File: src/rtl/rf_access_arbiter_if.sv
// Channel-side and RF-side handshake bundle for rf_access_arbiter.
// The arbiter takes the slave view; the surrounding masters/RF model take the master view.
interface rf_access_arbiter_if #(
    parameter int NUM_CH        = 4,
    parameter int HMC_RF_WWIDTH = 64,
    parameter int HMC_RF_RWIDTH = 64,
    parameter int HMC_RF_AWIDTH = 4
);
    logic [NUM_CH-1:0]               ch_read_en;
    logic [NUM_CH-1:0]               ch_write_en;
    logic [NUM_CH*HMC_RF_AWIDTH-1:0] ch_address;
    logic [NUM_CH*HMC_RF_WWIDTH-1:0] ch_write_data;
    logic [NUM_CH-1:0]               ch_grant;
    logic [NUM_CH-1:0]               ch_done;
    logic [HMC_RF_RWIDTH-1:0]        ch_read_data;
    logic                            ch_invalid;
    logic                            ch_timeout;
    logic                            busy;
    logic [HMC_RF_WWIDTH-1:0]        rf_write_data;
    logic [HMC_RF_RWIDTH-1:0]        rf_read_data;
    logic [HMC_RF_AWIDTH-1:0]        rf_address;
    logic                            rf_read_en;
    logic                            rf_write_en;
    logic                            rf_invalid_address;
    logic                            rf_access_complete;

    modport slave (
        input  ch_read_en, ch_write_en, ch_address, ch_write_data,
        input  rf_read_data, rf_invalid_address, rf_access_complete,
        output ch_grant, ch_done, ch_read_data, ch_invalid, ch_timeout, busy,
        output rf_write_data, rf_address, rf_read_en, rf_write_en
    );

    modport master (
        output ch_read_en, ch_write_en, ch_address, ch_write_data,
        output rf_read_data, rf_invalid_address, rf_access_complete,
        input  ch_grant, ch_done, ch_read_data, ch_invalid, ch_timeout, busy,
        input  rf_write_data, rf_address, rf_read_en, rf_write_en
    );
endinterface

File: src/rtl/rf_access_arbiter.sv
// Round-robin arbiter serialising NUM_CH request channels onto one RF handshake.
// Optional access abort after TIMEOUT_CYCLES is enabled by defining RF_TIMEOUT_EN.
module rf_access_arbiter #(
    parameter int NUM_CH         = 4,
    parameter int HMC_RF_WWIDTH  = 64,
    parameter int HMC_RF_RWIDTH  = 64,
    parameter int HMC_RF_AWIDTH  = 4,
    parameter int TIMEOUT_CYCLES = 255
) (
    input logic                clk_hmc,
    input logic                res_hmc,
    rf_access_arbiter_if.slave bus
);
    localparam int CH_W = (NUM_CH > 1) ? $clog2(NUM_CH) : 1;
    localparam int AW   = HMC_RF_AWIDTH;
    localparam int WW   = HMC_RF_WWIDTH;
    localparam int RW   = HMC_RF_RWIDTH;

    if (NUM_CH < 1 || NUM_CH > 16 || TIMEOUT_CYCLES < 1) begin : g_bad_param
        $error("rf_access_arbiter: NUM_CH must be 1..16 and TIMEOUT_CYCLES >= 1");
    end

    typedef enum logic [1:0] {
        ST_IDLE   = 2'd0,
        ST_ACCESS = 2'd1,
        ST_DONE   = 2'd2
    } state_t;

    state_t            state_q,   state_d;
    logic [CH_W-1:0]   rr_ptr_q,  rr_ptr_d;
    logic [CH_W-1:0]   owner_q,   owner_d;
    logic              op_wr_q,   op_wr_d;
    logic [AW-1:0]     addr_q,    addr_d;
    logic [WW-1:0]     wdata_q,   wdata_d;
    logic [RW-1:0]     rdata_q,   rdata_d;
    logic [NUM_CH-1:0] grant_q,   grant_d;
    logic [NUM_CH-1:0] done_q,    done_d;
    logic              invalid_q, invalid_d;
    logic              rd_en_q,   rd_en_d;
    logic              wr_en_q,   wr_en_d;
    logic              busy_q,    busy_d;

`ifdef RF_TIMEOUT_EN
    localparam int TMO_W = $clog2(TIMEOUT_CYCLES + 1);
    logic [TMO_W-1:0]  tmo_cnt_q, tmo_cnt_d;
    logic              timeout_q, timeout_d;
`endif

    logic [NUM_CH-1:0] req;
    logic              req_any;
    logic [CH_W-1:0]   pick;
    logic              rsp_hit;

    // Scan from the furthest channel back toward rr_ptr+1 so the nearest requester wins.
    always_comb begin
        int idx;
        logic [CH_W-1:0] idx_c;
        idx     = 0;
        idx_c   = '0;
        req     = bus.ch_read_en | bus.ch_write_en;
        req_any = |req;
        pick    = rr_ptr_q;
        for (int k = NUM_CH; k >= 1; k--) begin
            idx = int'(rr_ptr_q) + k;
            if (idx >= NUM_CH) idx = idx - NUM_CH;
            idx_c = CH_W'(idx);
            if (req[idx_c]) pick = idx_c;
        end
    end

    assign rsp_hit = bus.rf_access_complete | bus.rf_invalid_address;

    always_comb begin
        state_d   = state_q;
        rr_ptr_d  = rr_ptr_q;
        owner_d   = owner_q;
        op_wr_d   = op_wr_q;
        addr_d    = addr_q;
        wdata_d   = wdata_q;
        rdata_d   = rdata_q;
        grant_d   = '0;
        done_d    = '0;
        invalid_d = invalid_q;
        rd_en_d   = rd_en_q;
        wr_en_d   = wr_en_q;
`ifdef RF_TIMEOUT_EN
        tmo_cnt_d = tmo_cnt_q;
        timeout_d = timeout_q;
`endif
        case (state_q)
            ST_IDLE: begin
                if (req_any) begin
                    grant_d[pick] = 1'b1;
                    rr_ptr_d      = pick;
                    owner_d       = pick;
                    op_wr_d       = bus.ch_write_en[pick];
                    addr_d        = bus.ch_address[int'(pick)*AW +: AW];
                    wdata_d       = bus.ch_write_data[int'(pick)*WW +: WW];
                    invalid_d     = 1'b0;
                    rd_en_d       = ~bus.ch_write_en[pick];
                    wr_en_d       = bus.ch_write_en[pick];
                    state_d       = ST_ACCESS;
`ifdef RF_TIMEOUT_EN
                    tmo_cnt_d     = '0;
                    timeout_d     = 1'b0;
`endif
                end
            end
            ST_ACCESS: begin
                if (rsp_hit) begin
                    rd_en_d         = 1'b0;
                    wr_en_d         = 1'b0;
                    done_d[owner_q] = 1'b1;
                    invalid_d       = bus.rf_invalid_address;
                    if (!bus.rf_invalid_address && !op_wr_q) rdata_d = bus.rf_read_data;
                    state_d         = ST_DONE;
                end
`ifdef RF_TIMEOUT_EN
                else if (tmo_cnt_q == TMO_W'(TIMEOUT_CYCLES - 1)) begin
                    rd_en_d         = 1'b0;
                    wr_en_d         = 1'b0;
                    done_d[owner_q] = 1'b1;
                    invalid_d       = 1'b0;
                    timeout_d       = 1'b1;
                    state_d         = ST_DONE;
                end else begin
                    tmo_cnt_d = tmo_cnt_q + TMO_W'(1);
                end
`endif
            end
            ST_DONE: state_d = ST_IDLE;
            default: state_d = ST_IDLE;
        endcase
        busy_d = (state_d != ST_IDLE);
    end

    always_ff @(posedge clk_hmc or posedge res_hmc) begin
        if (res_hmc) begin
            state_q   <= ST_IDLE;
            rr_ptr_q  <= CH_W'(NUM_CH - 1);
            owner_q   <= '0;
            op_wr_q   <= 1'b0;
            addr_q    <= '0;
            wdata_q   <= '0;
            rdata_q   <= '0;
            grant_q   <= '0;
            done_q    <= '0;
            invalid_q <= 1'b0;
            rd_en_q   <= 1'b0;
            wr_en_q   <= 1'b0;
            busy_q    <= 1'b0;
`ifdef RF_TIMEOUT_EN
            tmo_cnt_q <= '0;
            timeout_q <= 1'b0;
`endif
        end else begin
            state_q   <= state_d;
            rr_ptr_q  <= rr_ptr_d;
            owner_q   <= owner_d;
            op_wr_q   <= op_wr_d;
            addr_q    <= addr_d;
            wdata_q   <= wdata_d;
            rdata_q   <= rdata_d;
            grant_q   <= grant_d;
            done_q    <= done_d;
            invalid_q <= invalid_d;
            rd_en_q   <= rd_en_d;
            wr_en_q   <= wr_en_d;
            busy_q    <= busy_d;
`ifdef RF_TIMEOUT_EN
            tmo_cnt_q <= tmo_cnt_d;
            timeout_q <= timeout_d;
`endif
        end
    end

    assign bus.ch_grant      = grant_q;
    assign bus.ch_done       = done_q;
    assign bus.ch_read_data  = rdata_q;
    assign bus.ch_invalid    = invalid_q;
    assign bus.busy          = busy_q;
    assign bus.rf_address    = addr_q;
    assign bus.rf_write_data = wdata_q;
    assign bus.rf_read_en    = rd_en_q;
    assign bus.rf_write_en   = wr_en_q;
`ifdef RF_TIMEOUT_EN
    assign bus.ch_timeout    = timeout_q;
`else
    assign bus.ch_timeout    = 1'b0;
`endif
endmodule

File: src/flat_wrapper.sv
// flat-port wrapper written by rule: the top's interface ports become plain ports
module rf_access_arbiter_flat 
#(
    parameter int NUM_CH         = 4,
    parameter int HMC_RF_WWIDTH  = 64,
    parameter int HMC_RF_RWIDTH  = 64,
    parameter int HMC_RF_AWIDTH  = 4,
    parameter int TIMEOUT_CYCLES = 255
)
  (clk_hmc, res_hmc, bus_ch_read_en, bus_ch_write_en, bus_ch_address, bus_ch_write_data, bus_rf_read_data, bus_rf_invalid_address, bus_rf_access_complete, bus_ch_grant, bus_ch_done, bus_ch_read_data, bus_ch_invalid, bus_ch_timeout, bus_busy, bus_rf_write_data, bus_rf_address, bus_rf_read_en, bus_rf_write_en);
  rf_access_arbiter_if #(.NUM_CH(NUM_CH), .HMC_RF_WWIDTH(HMC_RF_WWIDTH), .HMC_RF_RWIDTH(HMC_RF_RWIDTH), .HMC_RF_AWIDTH(HMC_RF_AWIDTH)) bus_i ();
  input logic clk_hmc;
  input logic res_hmc;
  input wire logic [$bits(bus_i.ch_read_en)-1:0] bus_ch_read_en;
  input wire logic [$bits(bus_i.ch_write_en)-1:0] bus_ch_write_en;
  input wire logic [$bits(bus_i.ch_address)-1:0] bus_ch_address;
  input wire logic [$bits(bus_i.ch_write_data)-1:0] bus_ch_write_data;
  input wire logic [$bits(bus_i.rf_read_data)-1:0] bus_rf_read_data;
  input wire logic [$bits(bus_i.rf_invalid_address)-1:0] bus_rf_invalid_address;
  input wire logic [$bits(bus_i.rf_access_complete)-1:0] bus_rf_access_complete;
  output wire logic [$bits(bus_i.ch_grant)-1:0] bus_ch_grant;
  output wire logic [$bits(bus_i.ch_done)-1:0] bus_ch_done;
  output wire logic [$bits(bus_i.ch_read_data)-1:0] bus_ch_read_data;
  output wire logic [$bits(bus_i.ch_invalid)-1:0] bus_ch_invalid;
  output wire logic [$bits(bus_i.ch_timeout)-1:0] bus_ch_timeout;
  output wire logic [$bits(bus_i.busy)-1:0] bus_busy;
  output wire logic [$bits(bus_i.rf_write_data)-1:0] bus_rf_write_data;
  output wire logic [$bits(bus_i.rf_address)-1:0] bus_rf_address;
  output wire logic [$bits(bus_i.rf_read_en)-1:0] bus_rf_read_en;
  output wire logic [$bits(bus_i.rf_write_en)-1:0] bus_rf_write_en;
  assign bus_i.ch_read_en = bus_ch_read_en;
  assign bus_i.ch_write_en = bus_ch_write_en;
  assign bus_i.ch_address = bus_ch_address;
  assign bus_i.ch_write_data = bus_ch_write_data;
  assign bus_i.rf_read_data = bus_rf_read_data;
  assign bus_i.rf_invalid_address = bus_rf_invalid_address;
  assign bus_i.rf_access_complete = bus_rf_access_complete;
  assign bus_ch_grant = bus_i.ch_grant;
  assign bus_ch_done = bus_i.ch_done;
  assign bus_ch_read_data = bus_i.ch_read_data;
  assign bus_ch_invalid = bus_i.ch_invalid;
  assign bus_ch_timeout = bus_i.ch_timeout;
  assign bus_busy = bus_i.busy;
  assign bus_rf_write_data = bus_i.rf_write_data;
  assign bus_rf_address = bus_i.rf_address;
  assign bus_rf_read_en = bus_i.rf_read_en;
  assign bus_rf_write_en = bus_i.rf_write_en;
  rf_access_arbiter #(.NUM_CH(NUM_CH), .HMC_RF_WWIDTH(HMC_RF_WWIDTH), .HMC_RF_RWIDTH(HMC_RF_RWIDTH), .HMC_RF_AWIDTH(HMC_RF_AWIDTH), .TIMEOUT_CYCLES(TIMEOUT_CYCLES)) u_core (.clk_hmc(clk_hmc), .res_hmc(res_hmc), .bus(bus_i));
endmodule
File: config.mk
export PLATFORM = sky130hd
export DESIGN_NAME = rf_access_arbiter_flat
export DESIGN_NICKNAME = d
export VERILOG_FILES = /design/src/rtl/rf_access_arbiter_if.sv /design/src/rtl/rf_access_arbiter.sv /design/src/flat_wrapper.sv
export SDC_FILE = /design/constraint.sdc
export NUM_CORES = 1
export LEC_CHECK = 0
export ABC_AREA = 0
export BUFFER_PORTS_ARGS = -buffer_cell sky130_fd_sc_hd__buf_2
export CELL_PAD_IN_SITES_DETAIL_PLACEMENT = 1
export CELL_PAD_IN_SITES_GLOBAL_PLACEMENT = 1
export CORE_AREA = 2 2 194 196
export CTS_CLUSTER_SIZE = 28
export DETAILED_ROUTE_END_ITERATION = 6
export DIE_AREA = 0 0 196 198
export PLACE_DENSITY = 0.62
export REMOVE_ABC_BUFFERS = 1
export SLEW_MARGIN = 20
export SYNTH_ARGS = -nofsm -noshare
export SYNTH_HDL_FRONTEND = slang
export SYNTH_SLANG_ARGS = --single-unit
File: constraint.sdc
create_clock -name clk_hmc -period 6.4 [get_ports clk_hmc]
set_input_delay 0.96 -clock clk_hmc [delete_from_list [all_inputs] [get_ports clk_hmc]]
set_output_delay 0.96 -clock clk_hmc [all_outputs]
set_load 0.05 [all_outputs]
==> flow_summary.json, run 1 <==
{
  "hold_vio_cnt_final": 0,
  "synth_compound_area_frac": 0.0972,
  "gp_routability_congestion": 0.749,
  "post-route-period-util": 0.473,
  "global_route.overflow_total": 0,
  "drt_wl_total_microns": 29300,
  "synth_area_leader_cell": "dfrtp_1",
  "end_kind": "flip-flop",
  "ctsLongestPathBuffers": 2,
  "path_clk_slew_ns": 0.07,
  "hpwlAfterDp_microns": 22300,
  "netlist_area_sq_um": 7640,
  "synth.area.top_cells": "dfrtp_1, mux2i_1, mux2_4, o221ai_1, nand2_1",
  "layout-drive-gt1-share": 0.563,
  "cts_resized": 0,
  "placeableCoreArea_sq_um": 37000,
  "power_per_cell_area_nw_per_um2": 633,
  "synth-warning-count": 0,
  "grt_pass1_vias": 7369,
  "finish.utilization": 0.300,
  "setup-tns-final_ns": 0,
  "cts-root-buf": "clkbuf_16",
  "first_iter_violations": 151,
  "synth_sequential_area_ratio": 0.495,
  "layout.nets": 1413,
  "finalClockSkew_ns": 0.00866,
  "synth_fa_ha_area_frac": 0,
  "wl_per_cell_microns": 18.8,
  "worstSetupStartpointType": "input pin",
  "design.portCount": 493,
  "setup.worst_path.class": "in -> reg",
  "worstPathArrival_ns": 3.35,
  "synth.top_cells.by_count": "dfrtp_1, mux2i_1, nand2_1, o221ai_1, mux2_4",
  "synth_cell_types": 38,
  "initial_core_util": 0.207,
  "drt_pass1_iterations": 4,
  "postSynthCellCount": 593,
  "clock.fmax_mhz": 330,
  "worst_hold_slack_ns": 0.483,
  "fin_total_pwr_uw": 7020,
  "design.die.area_sq_um": 38800,
  "via_per_inst": 4.42,
  "synth_most_common_cell": "dfrtp_1",
  "maxSlewViolCount": 0,
  "grt_util_all_layers": 0.146,
  "post_cts_buffers": 0,
  "antenna_found_initial": 1,
  "setup_viol_count_final": 0,
  "drt_drc_violations_left": 0,
  "maximum_vdd_drop_uv": 301,
  "via_count": 6864,
  "postSynthRegisterBits": 151,
  "area_growth_syn_to_layout_pct": 45.0,
  "tightest_slew_ns": 1.03,
  "finalWorstPathRequiredPeriod_ns": 3.03,
  "cts.htree.levels": 4,
  "critical_path_required_ns": 6.72,
  "power.leakage_uw": 0.00597,
  "tritoncts.num_buffers": 17,
  "maxCapViolations": 0,
  "postRouteAntennaNets": 0,
  "synth_area_per_cell_sq_um": 12.9,
  "grt_start_max_net_pins": 91,
  "crit_fanout": 50,
  "rows": 71,
  "synth_simple_gate_area_frac": 0.0583,
  "outcome": "completed",
  "place_area_sq_um": 10500,
  "final_cell_area_sq_um": 11100,
  "die_width_microns": 196,
  "insertion_delay_ns": 0.44,
  "tritoncts_clock_tree": "yes",
  "die-height_microns": 198,
  "synth-edff-count": 0,
  "unrepaired_setup_endpoints_after_global_routing": "no",
  "placement.io_buffers": 491,
  "synth-xor-area-share": 0,
  "synth_mux_area_frac": 0.306,
  "slew_headroom": 0.311,
  "synth_top_family_by_area": "multiplexers",
  "min-delay-path-class": "reg -> reg",
  "netlist.area_leader.share": 0.488,
  "cts_hold_buf": 0,
  "grt_first_pass_wirelength_microns": 43000,
  "tritoncts_num_sinks": 151,
  "synthFlopType": "dfrtp_1",
  "synth-async-reset-ratio": 1.00
}
routing by layer:
metal	wire (microns)	GRT usage	share of wire	vias up
li1	-	-	-	3155
met1	11600	0.164	0.40	3370
met2	14600	0.257	0.50	319
met3	2570	0.0506	0.088	20
met4	461	0.0530	0.016	0
met5	0	0	0	-
metrics by stage:
stage | setup WS, ns | instances
2_1_floorplan | -6.74 | 547
3_3_place_gp | 2.84 | 1520
3_5_place_dp | 2.80 | 1520
4_1_cts | 3.30 | 1552
5_1_grt | 3.23 | 1553
6_report | 3.37 | 1553
final cells by class:
class,instances,area [sq um]
Fill cell,4282,25900
Timing Repair Buffer,499,2530
Antenna cell,1,2.50
Clock inverter,13,169
Clock buffer,19,443
Multi-Input combinational cell,393,3550
Sequential cell,151,3780
Tap cell,474,593
Inverter,3,16.3
worst paths after layout:
path,from,end,slack (ns),depth (start not counted)
max,bus_ch_write_en[0],u_core.bus.rf_read_en,3.37,6
min,u_core.bus.rf_write_data[13],u_core.bus.rf_write_data[13],0.48,2
max in group asynchronous,res_hmc,u_core.bus.rf_write_data[56],4.30,3
min in group asynchronous,res_hmc,u_core.bus.ch_read_data[8],0.64,2
min reg2reg,u_core.bus.rf_write_data[13],u_core.bus.rf_write_data[13],0.48,2
max reg2reg,u_core.rr_ptr_q[1],u_core.bus.rf_write_data[32],3.66,6
layout by cell type (no fill, tap or decap), types with 2 or more instances in the layout:
| cell | count |
|---|---|
| bufinv_16 | 3 |
| o2bb2ai_1 | 2 |
| dfstp_2 | 2 |
| inv_6 | 4 |
| dfrtp_1 | 149 |
| nor3_1 | 2 |
| buf_2 | 491 |
| clkinvlp_4 | 3 |
| clkinv_2 | 2 |
| nor2_1 | 15 |
| nand2_2 | 2 |
| mux2_2 | 4 |
| clkbuf_16 | 17 |
| inv_1 | 2 |
| mux2i_1 | 138 |
| buf_4 | 7 |
| o221ai_1 | 70 |
| and3_1 | 3 |
| nand2_1 | 75 |
| mux2_4 | 60 |
worst max-delay path: stages:
cell     delay (ns)
buf_2          0.12
nor4_2         0.43
a311o_2        0.68
buf_4          0.57
nor2_1         0.17
a221o_1        0.35
sequential cells by signal (all words and copies together) (netlist names):
signal and count:
u_core.rr_ptr_q 2, u_core.bus.ch_done 4, u_core.owner_q 2, u_core.bus.ch_invalid 1, u_core.bus.rf_write_data 64, u_core.bus.rf_write_en 1
u_core.bus.rf_read_en 1, u_core.bus.ch_grant 4, u_core.state_q 2, u_core.bus.ch_read_data 64, u_core.bus.busy 1, u_core.op_wr_q 1
u_core.bus.rf_address 4
kinds of logic (layout without fill, tap and decap cells):
group	Yosys count	in the layout
buffers and inverters	49	534
DFF	151	151
other	1	2
muxes	203	203
AOI/OAI and AO/OA	83	83
and+or+nand+nor	106	106
where the power goes:
part | internal, uW | switching, uW
registers | 1440 | 286
clock network | 629 | 445
logic | 1320 | 2890
Power figures use the tool's default switching activity.
==> inputs of run 2 (changes only) <==
ABC_AREA = 1   (was 0)
CORE_AREA = 2 2 193 195   (was 2 2 194 196)
DIE_AREA = 0 0 195 197   (was 0 0 196 198)
PLACE_DENSITY = 0.76   (was 0.62)
clock period = 2.7 ns   (was 6.4 ns; I/O delays follow)
==> flow_summary.json, run 2 <==
{
  "pre_cts_slack_ns": 0.192,
  "finalWorstPathRequiredPeriod_ns": 2.52,
  "crit_path_start": "u_core.rr_ptr_q[0]",
  "antenna_found_initial": 2,
  "die_width_microns": 195,
  "synth_area_per_cell_sq_um": 7.23,
  "grt_pass1_vias": 10400,
  "setup-tns-final_ns": 0,
  "crit_fanout": 46,
  "rows": 70,
  "initial_core_util": 0.247,
  "synth-warning-count": 0,
  "path_clk_slew_ns": 0.07,
  "postSynthCellCount": 1237,
  "drt_drc_violations_left": 0,
  "area_growth_syn_to_layout_pct": 39.5,
  "postSynthRegisterBits": 151,
  "placement.io_buffers": 491,
  "cts_hold_buf": 0,
  "timing.critical_path.slowest_cell_delay_ns": 0.61,
  "r2r_slack_ns": 0.18,
  "tightest_slew_ns": 0.553,
  "synth-edff-count": 0,
  "fin_cells": 2170,
  "most_common_cell_after_layout_fill_and_taps_aside": "nand2_1",
  "grt_start_max_net_pins": 75,
  "placeableCoreArea_sq_um": 36300,
  "sequential_area_sq_um": 3780,
  "layout_setup_ws_ns": 0.182,
  "wl_per_cell_microns": 16.2,
  "tritoncts_clock_tree": "yes",
  "hpwlAfterDp_microns": 26400,
  "place.detailed.instances": 2134,
  "highest_layer": "met5",
  "drt_wl_total_microns": 35100,
  "wl_met2_microns": 17800,
  "netlist_area_sq_um": 8950,
  "path_cells": "inv_2, nand2_1, nand2_1, nand3_1, nand2_1, inv_2, nand2_1, nand2_4, nand2_4, buf_12, buf_4, nand2_1, nand2_1, nand2_1, nand2_1, nand2_1, nand2_1",
  "cts.htree.levels": 4,
  "tritoncts.num_buffers": 17,
  "synth_cell_types": 23,
  "via_count": 9783,
  "gp_routability_congestion": 0.822,
  "synth_sequential_area_ratio": 0.423,
  "hold_vio_cnt_final": 0,
  "grt_first_pass_wirelength_microns": 55100,
  "synth_most_common_cell": "nand2_1",
  "setup_viol_count_final": 0,
  "drt_pass1_iterations": 4,
  "worstPathArrival_ns": 2.84,
  "grt_util_all_layers": 0.181,
  "via_per_inst": 4.51,
  "min-delay-path-class": "in -> async",
  "design.die.area_sq_um": 38400,
  "maxSlewViolCount": 0,
  "tritoncts_num_sinks": 151,
  "cts-root-buf": "clkbuf_16",
  "area_of_the_multi_input_gates_sq_um": 4420,
  "post-route-period-util": 0.933,
  "critical_path_required_ns": 3.02,
  "worstSetupStartpointType": "flip-flop",
  "cts_resized": 0,
  "post_cts_buffers": 0,
  "layout-drive-gt1-share": 0.367,
  "design.portCount": 493,
  "outcome": "completed",
  "startpoint_of_the_lowest_slack_register_to_register_path": "u_core.rr_ptr_q[0]",
  "crit_family": "simple AND/OR/NAND/NOR gates",
  "top_library_cells_by_usage_in_the_layout_fill_and_taps_aside": "nand2_1, buf_2, dfrtp_1, nand3_1, inv_1",
  "ctsLongestPathBuffers": 2,
  "slew_headroom": 0.631,
  "global_route.overflow_total": 0,
  "met3RoutedLength_microns": 1690,
  "wl_met1_microns": 14700,
  "crit_slowest_cell": "dfstp_2",
  "insertion_delay_ns": 0.44,
  "clock.fmax_mhz": 397,
  "worst_hold_slack_ns": 0.0275,
  "synth-async-reset-ratio": 1.00,
  "layout.nets": 2036,
  "crit_buf_inv": 4,
  "maxCapViolations": 0,
  "synth.area.top_cells": "dfrtp_1, nand2_1, nand3_1, mux2_2, nand3b_1",
  "die-height_microns": 197,
  "postRouteAntennaNets": 0,
  "synth_area_leader_cell": "dfrtp_1",
  "setup.worst_path.class": "reg -> reg",
  "n_fill_cell": 4702,
  "synthFlopType": "dfrtp_1",
  "first_iter_violations": 402,
  "netlist.area_leader.share": 0.417,
  "finalClockSkew_ns": 0.0121,
  "synth.top_cells.by_count": "nand2_1, dfrtp_1, nand3_1, inv_1, nand3b_1",
  "worst_path_most_repeated_cell": "nand2_1",
  "end_kind": "flip-flop"
}
-- run 2: cell count changes after synthesis, sizes merged, moves of 25 or more --
cell,before,now
nand2,77,592
nand3,1,148
mux2i,139,0
inv,3,93
o221ai,70,0
nand3b,0,68
buf,35,60
-- run 2: per-layer routing --
layer | up-vias | GRT usage
met5 | - | 0
met4 | 4 | 0.0605
met3 | 59 | 0.0400
met2 | 291 | 0.318
met1 | 4664 | 0.219
li1 | 4765 | -
-- run 2: area by class of cell --
type                            count  area share
Clock buffer                       19      0.0355
Sequential cell                   151       0.303
Multi-Input combinational cell    910       0.354
Inverter                           93      0.0284
Clock inverter                     13     0.00912
Timing Repair Buffer              515       0.222
Tap cell                          468      0.0469
Antenna cell                        1    0.000201
-- run 2: cell families after synthesis --
kind of cell    after synthesis  share of synthesized area
simple gates                837                      0.403
buf+inv                     176                     0.0880
flops                       151                      0.423
mux                          64                     0.0806
compound gates                8                    0.00559
other cells                   1                   0.000419
-- run 2: path summary, 6_finish.rpt --
check / to / cells past startpoint
worst max-delay path: u_core.bus.rf_write_data[6] / 17
worst min-delay path: u_core.bus.ch_read_data[32] / 2
worst max register to register: u_core.bus.rf_write_data[6] / 17
worst min register to register: u_core.bus.rf_write_data[16] / 2
max in group asynchronous: u_core.bus.rf_write_data[44] / 3
min in group clk_hmc: u_core.bus.ch_read_data[24] / 2
-- run 2: per-stage QoR --
| stage | area (sq um) | utilization |
|---|---|---|
| after detailed placement | 11900 | 0.328 |
| after global placement | 11900 | 0.328 |
| after global routing | 12500 | 0.344 |
| final | 12500 | 0.344 |
| after CTS | 12500 | 0.343 |
| after floorplan | 8510 | - |
Power of run 2 is not shown: default switching activity piles up to over one toggle a cycle in this logic, so the estimate is an artifact.
